`src/rtl/hazard_controller.sv`:
```
// Pipeline hazard controller: forwarding selects, stall/flush enables,
// memory wait tracking with sticky timeout and stall-cycle counter.
module hazard_controller #(
  parameter int MAX_WAIT = 16,
  parameter int CNT_W    = 32
) (
  input  logic             clk,
  input  logic             rst,
  input  logic [4:0]       Rs1D,
  input  logic [4:0]       Rs2D,
  input  logic [4:0]       Rs1E,
  input  logic [4:0]       Rs2E,
  input  logic [4:0]       RdE,
  input  logic [4:0]       RdM,
  input  logic [4:0]       RdW,
  input  logic             RegWriteM,
  input  logic             RegWriteW,
  input  logic [1:0]       ResultSrcE,
  input  logic             PCSrcE,
  input  logic             MemReqM,
  input  logic             MemReadyM,
  output logic [1:0]       ForwardAE,
  output logic [1:0]       ForwardBE,
  output logic             StallF,
  output logic             StallD,
  output logic             StallE,
  output logic             StallM,
  output logic             FlushD,
  output logic             FlushE,
  output logic             FlushW,
  output logic             MemTimeout,
  output logic [CNT_W-1:0] StallCount
);

  localparam int WW = $clog2(MAX_WAIT + 1);

  typedef enum logic {
    S_IDLE,
    S_WAIT
  } state_t;

  state_t            state_q, state_d;
  logic [WW-1:0]     wcnt_q, wcnt_d;
  logic              to_q;
  logic              to_hit;
  logic [CNT_W-1:0]  scnt_q;

  logic hit_am, hit_aw, hit_bm, hit_bw;
  logic lw_stall, mem_stall;

  assign hit_am = RegWriteM && RdM != 5'd0 && RdM == Rs1E;
  assign hit_aw = RegWriteW && RdW != 5'd0 && RdW == Rs1E;
  assign hit_bm = RegWriteM && RdM != 5'd0 && RdM == Rs2E;
  assign hit_bw = RegWriteW && RdW != 5'd0 && RdW == Rs2E;

  always_comb begin
    ForwardAE = 2'b00;
    priority case (1'b1)
      hit_am:  ForwardAE = 2'b10;
      hit_aw:  ForwardAE = 2'b01;
      default: ForwardAE = 2'b00;
    endcase
  end

  always_comb begin
    ForwardBE = 2'b00;
    priority case (1'b1)
      hit_bm:  ForwardBE = 2'b10;
      hit_bw:  ForwardBE = 2'b01;
      default: ForwardBE = 2'b00;
    endcase
  end

  assign lw_stall = ResultSrcE == 2'b01 && RdE != 5'd0 &&
                    (RdE == Rs1D || RdE == Rs2D);
  assign mem_stall = MemReqM && !MemReadyM;

  // Execute is frozen during a memory wait, so branch and
  // load-use actions wait for the release cycle.
  always_comb begin
    StallF = 1'b0;
    StallD = 1'b0;
    StallE = 1'b0;
    StallM = 1'b0;
    FlushD = 1'b0;
    FlushE = 1'b0;
    FlushW = 1'b0;
    if (rst) begin
      FlushD = 1'b1;
      FlushE = 1'b1;
      FlushW = 1'b1;
    end else if (mem_stall) begin
      StallF = 1'b1;
      StallD = 1'b1;
      StallE = 1'b1;
      StallM = 1'b1;
      FlushW = 1'b1;
    end else begin
      StallF = lw_stall;
      StallD = lw_stall;
      FlushE = lw_stall | PCSrcE;
      FlushD = PCSrcE;
    end
  end

  always_comb begin
    state_d = state_q;
    wcnt_d  = wcnt_q;
    unique case (state_q)
      S_IDLE: begin
        if (mem_stall) begin
          state_d = S_WAIT;
          wcnt_d  = WW'(1);
        end
      end
      S_WAIT: begin
        if (mem_stall) begin
          if (wcnt_q != WW'(MAX_WAIT))
            wcnt_d = wcnt_q + WW'(1);
        end else begin
          state_d = S_IDLE;
          wcnt_d  = '0;
        end
      end
      default: begin
        state_d = S_IDLE;
        wcnt_d  = '0;
      end
    endcase
  end

  // wcnt_d counts the current stall cycle, so the flag shows
  // in the very cycle the wait reaches MAX_WAIT.
  assign to_hit = !rst && mem_stall &&
                  wcnt_d == WW'(MAX_WAIT);
  assign MemTimeout = to_q | to_hit;
  assign StallCount = scnt_q;

  always_ff @(posedge clk) begin
    if (rst) begin
      state_q <= S_IDLE;
      wcnt_q  <= '0;
      to_q    <= 1'b0;
      scnt_q  <= '0;
    end else begin
      state_q <= state_d;
      wcnt_q  <= wcnt_d;
      to_q    <= to_q | to_hit;
      if (StallF)
        scnt_q <= scnt_q + CNT_W'(1);
    end
  end

endmodule

```
`config.mk`:
```
export PLATFORM = sky130hd
export DESIGN_NAME = hazard_controller
export DESIGN_NICKNAME = d
export VERILOG_FILES = /design/src/rtl/hazard_controller.sv
export SDC_FILE = /design/constraint.sdc
export NUM_CORES = 1
export LEC_CHECK = 0
export BUFFER_PORTS_ARGS = -buffer_cell sky130_fd_sc_hd__buf_2
export CORE_MARGIN = 2
export CORE_UTILIZATION = 40
export CTS_BUF_LIST = sky130_fd_sc_hd__clkbuf_4
export DETAILED_ROUTE_END_ITERATION = 8
export PLACE_DENSITY = 0.67
export SYNTH_ARGS = -nofsm -noshare
export SYNTH_HDL_FRONTEND = slang
export SYNTH_SLANG_ARGS = --single-unit
export TNS_END_PERCENT = 1
```
`constraint.sdc`:
```
create_clock -name clk -period 2.4 [get_ports clk]
set_clock_uncertainty 0.05 [all_clocks]
set_input_delay 0.36 -clock clk [delete_from_list [all_inputs] [get_ports clk]]
set_output_delay 0.36 -clock clk [all_outputs]
set_load 0.03 [all_outputs]
```
== Word level (Yosys, flattened, before mapping) ==
Cells that the tools add are included.

* Output and inout port bits: 44
* Input port bits: 44
* Flip-flop bits (word level): 39

* $add $sub $neg: 2
* Bitwise logic cells: 3
* Equal/unequal tests: 9
* Mux-type cells: 17
* Reduce and logical (&&, ||, !) cells: 17

{| class="wikitable"
|+ Operators by type and width
! operator !! number
|-
| 32-bit by 1-bit adder with 32-bit output, second input constant || 1
|-
| 5-bit == test || 6
|-
| 5-bit two-way mux || 3
|-
| 5-bit nonzero test || 3
|-
| 1-bit logical AND || 11
|-
| 1-bit two-way mux || 11
|-
| 5-bit one-hot mux with 2 select lines || 1
|-
| 5-bit by 1-bit adder with 5-bit output, second input constant || 1
|-
| 5-bit == test, second input constant || 1
|-
| 5-bit inequality test, second input constant || 1
|-
| 2-bit two-way mux || 2
|-
| 2-bit by 1-bit == test with 1-bit output, second input constant || 1
|-
| 1-bit zero test || 2
|-
| 1-bit bitwise OR || 2
|-
| 1-bit logical OR || 1
|-
| 1-bit inverter || 1
|}

== Longest topological paths before layout ==
* Depth in word-level cells: 7
* Mapped depth: 8
* Mapped depth without buffers: 8

== Least setup slack after synthesis ==
OpenSTA, ideal clock, no wires.

* Path type: input to output
* Start point: in RdM[1]
* End point: out ForwardAE[0]
* Stages on the path: 4
* Buffers on the path: 0
* Arrival time: 2,161 ps
* Setup slack: -171 ps
* Cells stage by stage: or4_1 -> o21ai_0 -> nor4_1 -> nor4_1

* Longest elaborated chain between the ends: 4

{| class="wikitable"
|+ Ends and longest elaborated chain
! what !! line !! RTL
|-
| start, declared || 14 || <nowiki>input logic [4:0] RdM,</nowiki>
|-
| 5-bit nonzero test || 51 || <nowiki>assign hit_am = RegWriteM && RdM != 5'd0 && RdM == Rs1E;</nowiki>
|-
| 1-bit logical AND || 51 ||
|-
| 1-bit logical AND (*) || 51 ||
|-
| net hit_am || 48 || <nowiki>logic hit_am, hit_aw, hit_bm, hit_bw;</nowiki>
|-
| 2-bit two-way mux (*) || 58 || <nowiki>priority case (1'b1)</nowiki>
|-
| end, declared || 22 || <nowiki>output logic [1:0] ForwardAE,</nowiki>
|}

The timed path passes the listed nets; every way through them passes the cells marked *.

== Worst setup path after layout ==
* Start point: reg wcnt_q[1]
* End point: out MemTimeout

* Longest elaborated chain between the ends: 7

{| class="wikitable"
|+ Ends and longest elaborated chain
! what !! line !! RTL
|-
| start, declared || 43 || <nowiki>logic [WW-1:0] wcnt_q, wcnt_d;</nowiki>
|-
| start signal, assigned || 147 || <nowiki>wcnt_q <= wcnt_d;</nowiki>
|-
| 5-bit by 1-bit adder with 5-bit output / 5-bit inequality test (equally long branches) || 119, 118 ||
|-
| 5-bit two-way mux || 118 || <nowiki>if (wcnt_q != WW'(MAX_WAIT))</nowiki>
|-
| 5-bit two-way mux || 117 || <nowiki>if (mem_stall) begin</nowiki>
|-
| 5-bit one-hot mux with 2 select lines (*) || 109 || <nowiki>unique case (state_q)</nowiki>
|-
| 5-bit == test (*) || 135 || <nowiki>wcnt_d == WW'(MAX_WAIT);</nowiki>
|-
| 1-bit logical AND (*) || 134 || <nowiki>assign to_hit = !rst && mem_stall &&</nowiki>
|-
| 1-bit bitwise OR (*) || 136 || <nowiki>assign MemTimeout = to_q | to_hit;</nowiki>
|-
| end, declared || 31 || <nowiki>output logic MemTimeout,</nowiki>
|}

Mark *: on every way between the ends. The rest lies on a longest branch, timed or not.

==> results_dict.tcl <==
set metrics [dict create \
    status "finished clean" \
    cpMaxStageDelayCell "dfxtp_2" \
    synthesis.instances 295 \
    synth-seq-area-share_pct 31.9 \
    ff2ff_path_depth 6 \
    cts-root-buf "clkbuf_4" \
    syn_area_per_cell_um2 8.30 \
    synth_fp_nets 342 \
    syn-cell-area_um2 2450 \
    cp_cell_sequence "inv_2, ha_4, and4bb_2, buf_4, o22ai_2, nor3_2, a31o_2, buf_6" \
    cp_slowest_stage_delay_ns 0.36 \
    path_clk_slew_ns 0.12 \
    n_antenna_cell 0 \
    gp_congestion 0.847 \
    place_hpwl_um 4460 \
    crit_type "reg -> out" \
    clockBufferDepth 2 \
    ir_worst_vdd_mv 0.197 \
    finalCritPeriodShare_pct 96.2 \
    drt-total-wl_um 6020 \
    final_layout_size_suffix_gt1_share_pct 33.2 \
    fin_crit_ns 2.31 \
    numPlacedInstances 450 \
    min-delay-start "rst" \
    postSynth.asyncResetShare_pct 0 \
    antenna_found_initial 0 \
    startpoint "wcnt_q[1]" \
    stdcell_count 460 \
    grt_pass1_wl_um 9520 \
    holdCritPathClass "in -> reg" \
    ys_ff_latch 39 \
    io_pins 88 \
    dieArea_um2 6760 \
    worstMarginPinSlew_ns 0.455 \
    synth_enable_flop_cells 0 \
    drc 0 \
    track_usage_pct 17.6 \
    crit_path_start_kind "flip-flop" \
    fmax_mhz 433 \
    cts_hold_buf 0 \
    critical_path.endpoint_type "output pin" \
    final-setup-viol-count 0 \
    worst_hold_slack_ns 0.210 \
    hold_violations 0 \
    initial_core_util_pct 41.4 \
    cts_made_buffers 5 \
    synth_flop_cell "dfxtp_1" \
    routedWlPerCell_um 13.1 \
    die_h_um 82.2 \
    clk_latency_ns 0.35 \
    dieWidth_um 82.2 \
    port_buffers 87 \
    first_iter_violations 90 \
    area_growth_pct 28.1 \
    vias_per_cell 5.47 \
    hold_depth 2 \
    fin_util_pct 53.0 \
    crit_required_ns 1.99 \
    rows 28 \
    h-tree-depth 2 \
    core_um2 5920 \
    maxCapViolations 0 \
    synth_cell_types 45 \
    powerDensity_nw_per_um2 453 \
    grt_max_degree 31 \
    crit_fanout 4 \
    crit_cells 8 \
    vias 2516 \
    yosysWarnings 0 \
    nNetsFinal 431 \
    rsz0062_at_grt "false" \
    cts_num_sinks 39 \
    p_leak_nw 1.21 \
    r2r_start "StallCount[9]" \
    overflow 0 \
    cts_tree "built" \
    grt_pass1_vias 2136 \
    finalMaxSlewViolations 0 \
    drt_first_pass_iters 4 \
    ant_nets 0 \
    critPathTopFamily "compound AO/OA/AOI/OAI gates" \
    slew_headroom_pct 69.4 \
    cp_data_arrival_time_ns 1.90 \
    path_buf_inv 3 \
]
[cell type report]
type                       instances  area [um^2]
fill                             555         2780
clock buffer                       6         45.0
timing repair buffer              99          544
tap                               75         93.8
inverter                          13         48.8
clock inverter                     2         60.1
sequential                        39          783
multi-input combinational        226         1560
[layer usage]
layer	wire (um)	vias to the layer above	GRT usage [%]
li1	-	1277	-
met1	2710	1174	22.8
met2	2930	59	29.0
met3	316	6	4.02
met4	63	0	5.67
met5	0	-	0
[kinds of logic after synthesis]
family,synth area share (%)
AOI/OAI and AO/OA,20.6
adders and majority gates,1.53
and+or+nand+nor,27.3
xor gates and xnor gates,11.1
buffers and inverters,6.49
muxes,1.02
DFF,31.9
[power breakdown]
group	internal (W)	total, W	switching (W)
sequential	0.000652	0.000658	0.00000624
clock	0.000336	0.000571	0.000234
combinational	0.0000849	0.000192	0.000107
total	0.00107	0.00142	0.000347
[flip-flops by register name (all words and copies together) (netlist names)]
| name | flops |
|---|---|
| wcnt_q | 5 |
| to_q | 1 |
| state_q | 1 |
| StallCount | 32 |
[through the flow]
stage	worst slack (ns)	TNS (ns)	cell area (um^2)	total power, W
after CTS	0.0195	0	3090	0.00143
after global placement	0.162	0	2960	0.000859
after detailed placement	0.108	0	2960	0.000860
after global routing	0.00766	0	3140	0.00148
final	0.0923	0	3140	0.00142
after floorplan	-0.171	-0.171	2450	0.000781
[cell usage in the layout (no fill, tap or decap), drive strengths merged]
cell type,instances
or4,27
clkbuf,6
nand4,7
o31ai,22
a22oi,2
o21ai,14
mux2i,1
a31o,1
o22ai,2
and3,2
nand3,15
a31oi,2
bufinv,2
xnor2,16
nand2b,4
o21bai,1
nor2,13
nand2,14
dfxtp,39
a311oi,1
nor4,7
or4b,1
and4,2
nor2b,5
a21o,1
and4bb,1
and2,1
mux2,1
inv,13
nand3b,1
nor3,3
or3,7
a21boi,1
buf,99
ha,3
a21oi,33
xor2,15
[repair_timing]
item | in CTS | in global routing
setup endpoints to repair | 1 | 1
gates cloned | 0 | 0
gates resized for setup | 5 | 10
pin swaps | 3 | 1
buffers inserted | 2 | 0
[worst register-to-register path, stage by stage, from the launching register on]
cell and delay, ns:
dfxtp_1 0.47, nand2_1 0.19, nor4_4 0.42, and3_1 0.28, nand4_1 0.13, or4_1 0.41, a21oi_1 0.14
[path summary, 6_finish.rpt]
path                                       end  slack, ns
worst max-delay path                MemTimeout       0.09
worst min-delay path                 wcnt_q[2]       0.21
worst min register to register  StallCount[31]       0.43
worst max register to register  StallCount[31]       0.25
[cells in the mapped netlist, types with 6 or more instances]
cell / n / share of area (%)
dfxtp_1: 39 / 32
xnor2_1: 16 / 5.7
nor2_1: 13 / 2.0
xor2_1: 15 / 5.4
inv_1: 12 / 1.8
o31ai_1: 22 / 6.7
o21ai_0: 11 / 2.2
or4_1: 27 / 8.3
nand4_1: 6 / 1.5
or3_1: 7 / 1.8
nand2_1: 14 / 2.1
a21oi_1: 32 / 6.5
clkbuf_1: 8 / 1.2
nor4_1: 6 / 1.5
nand3_1: 15 / 3.1
(Power assumes the default switching activity.)
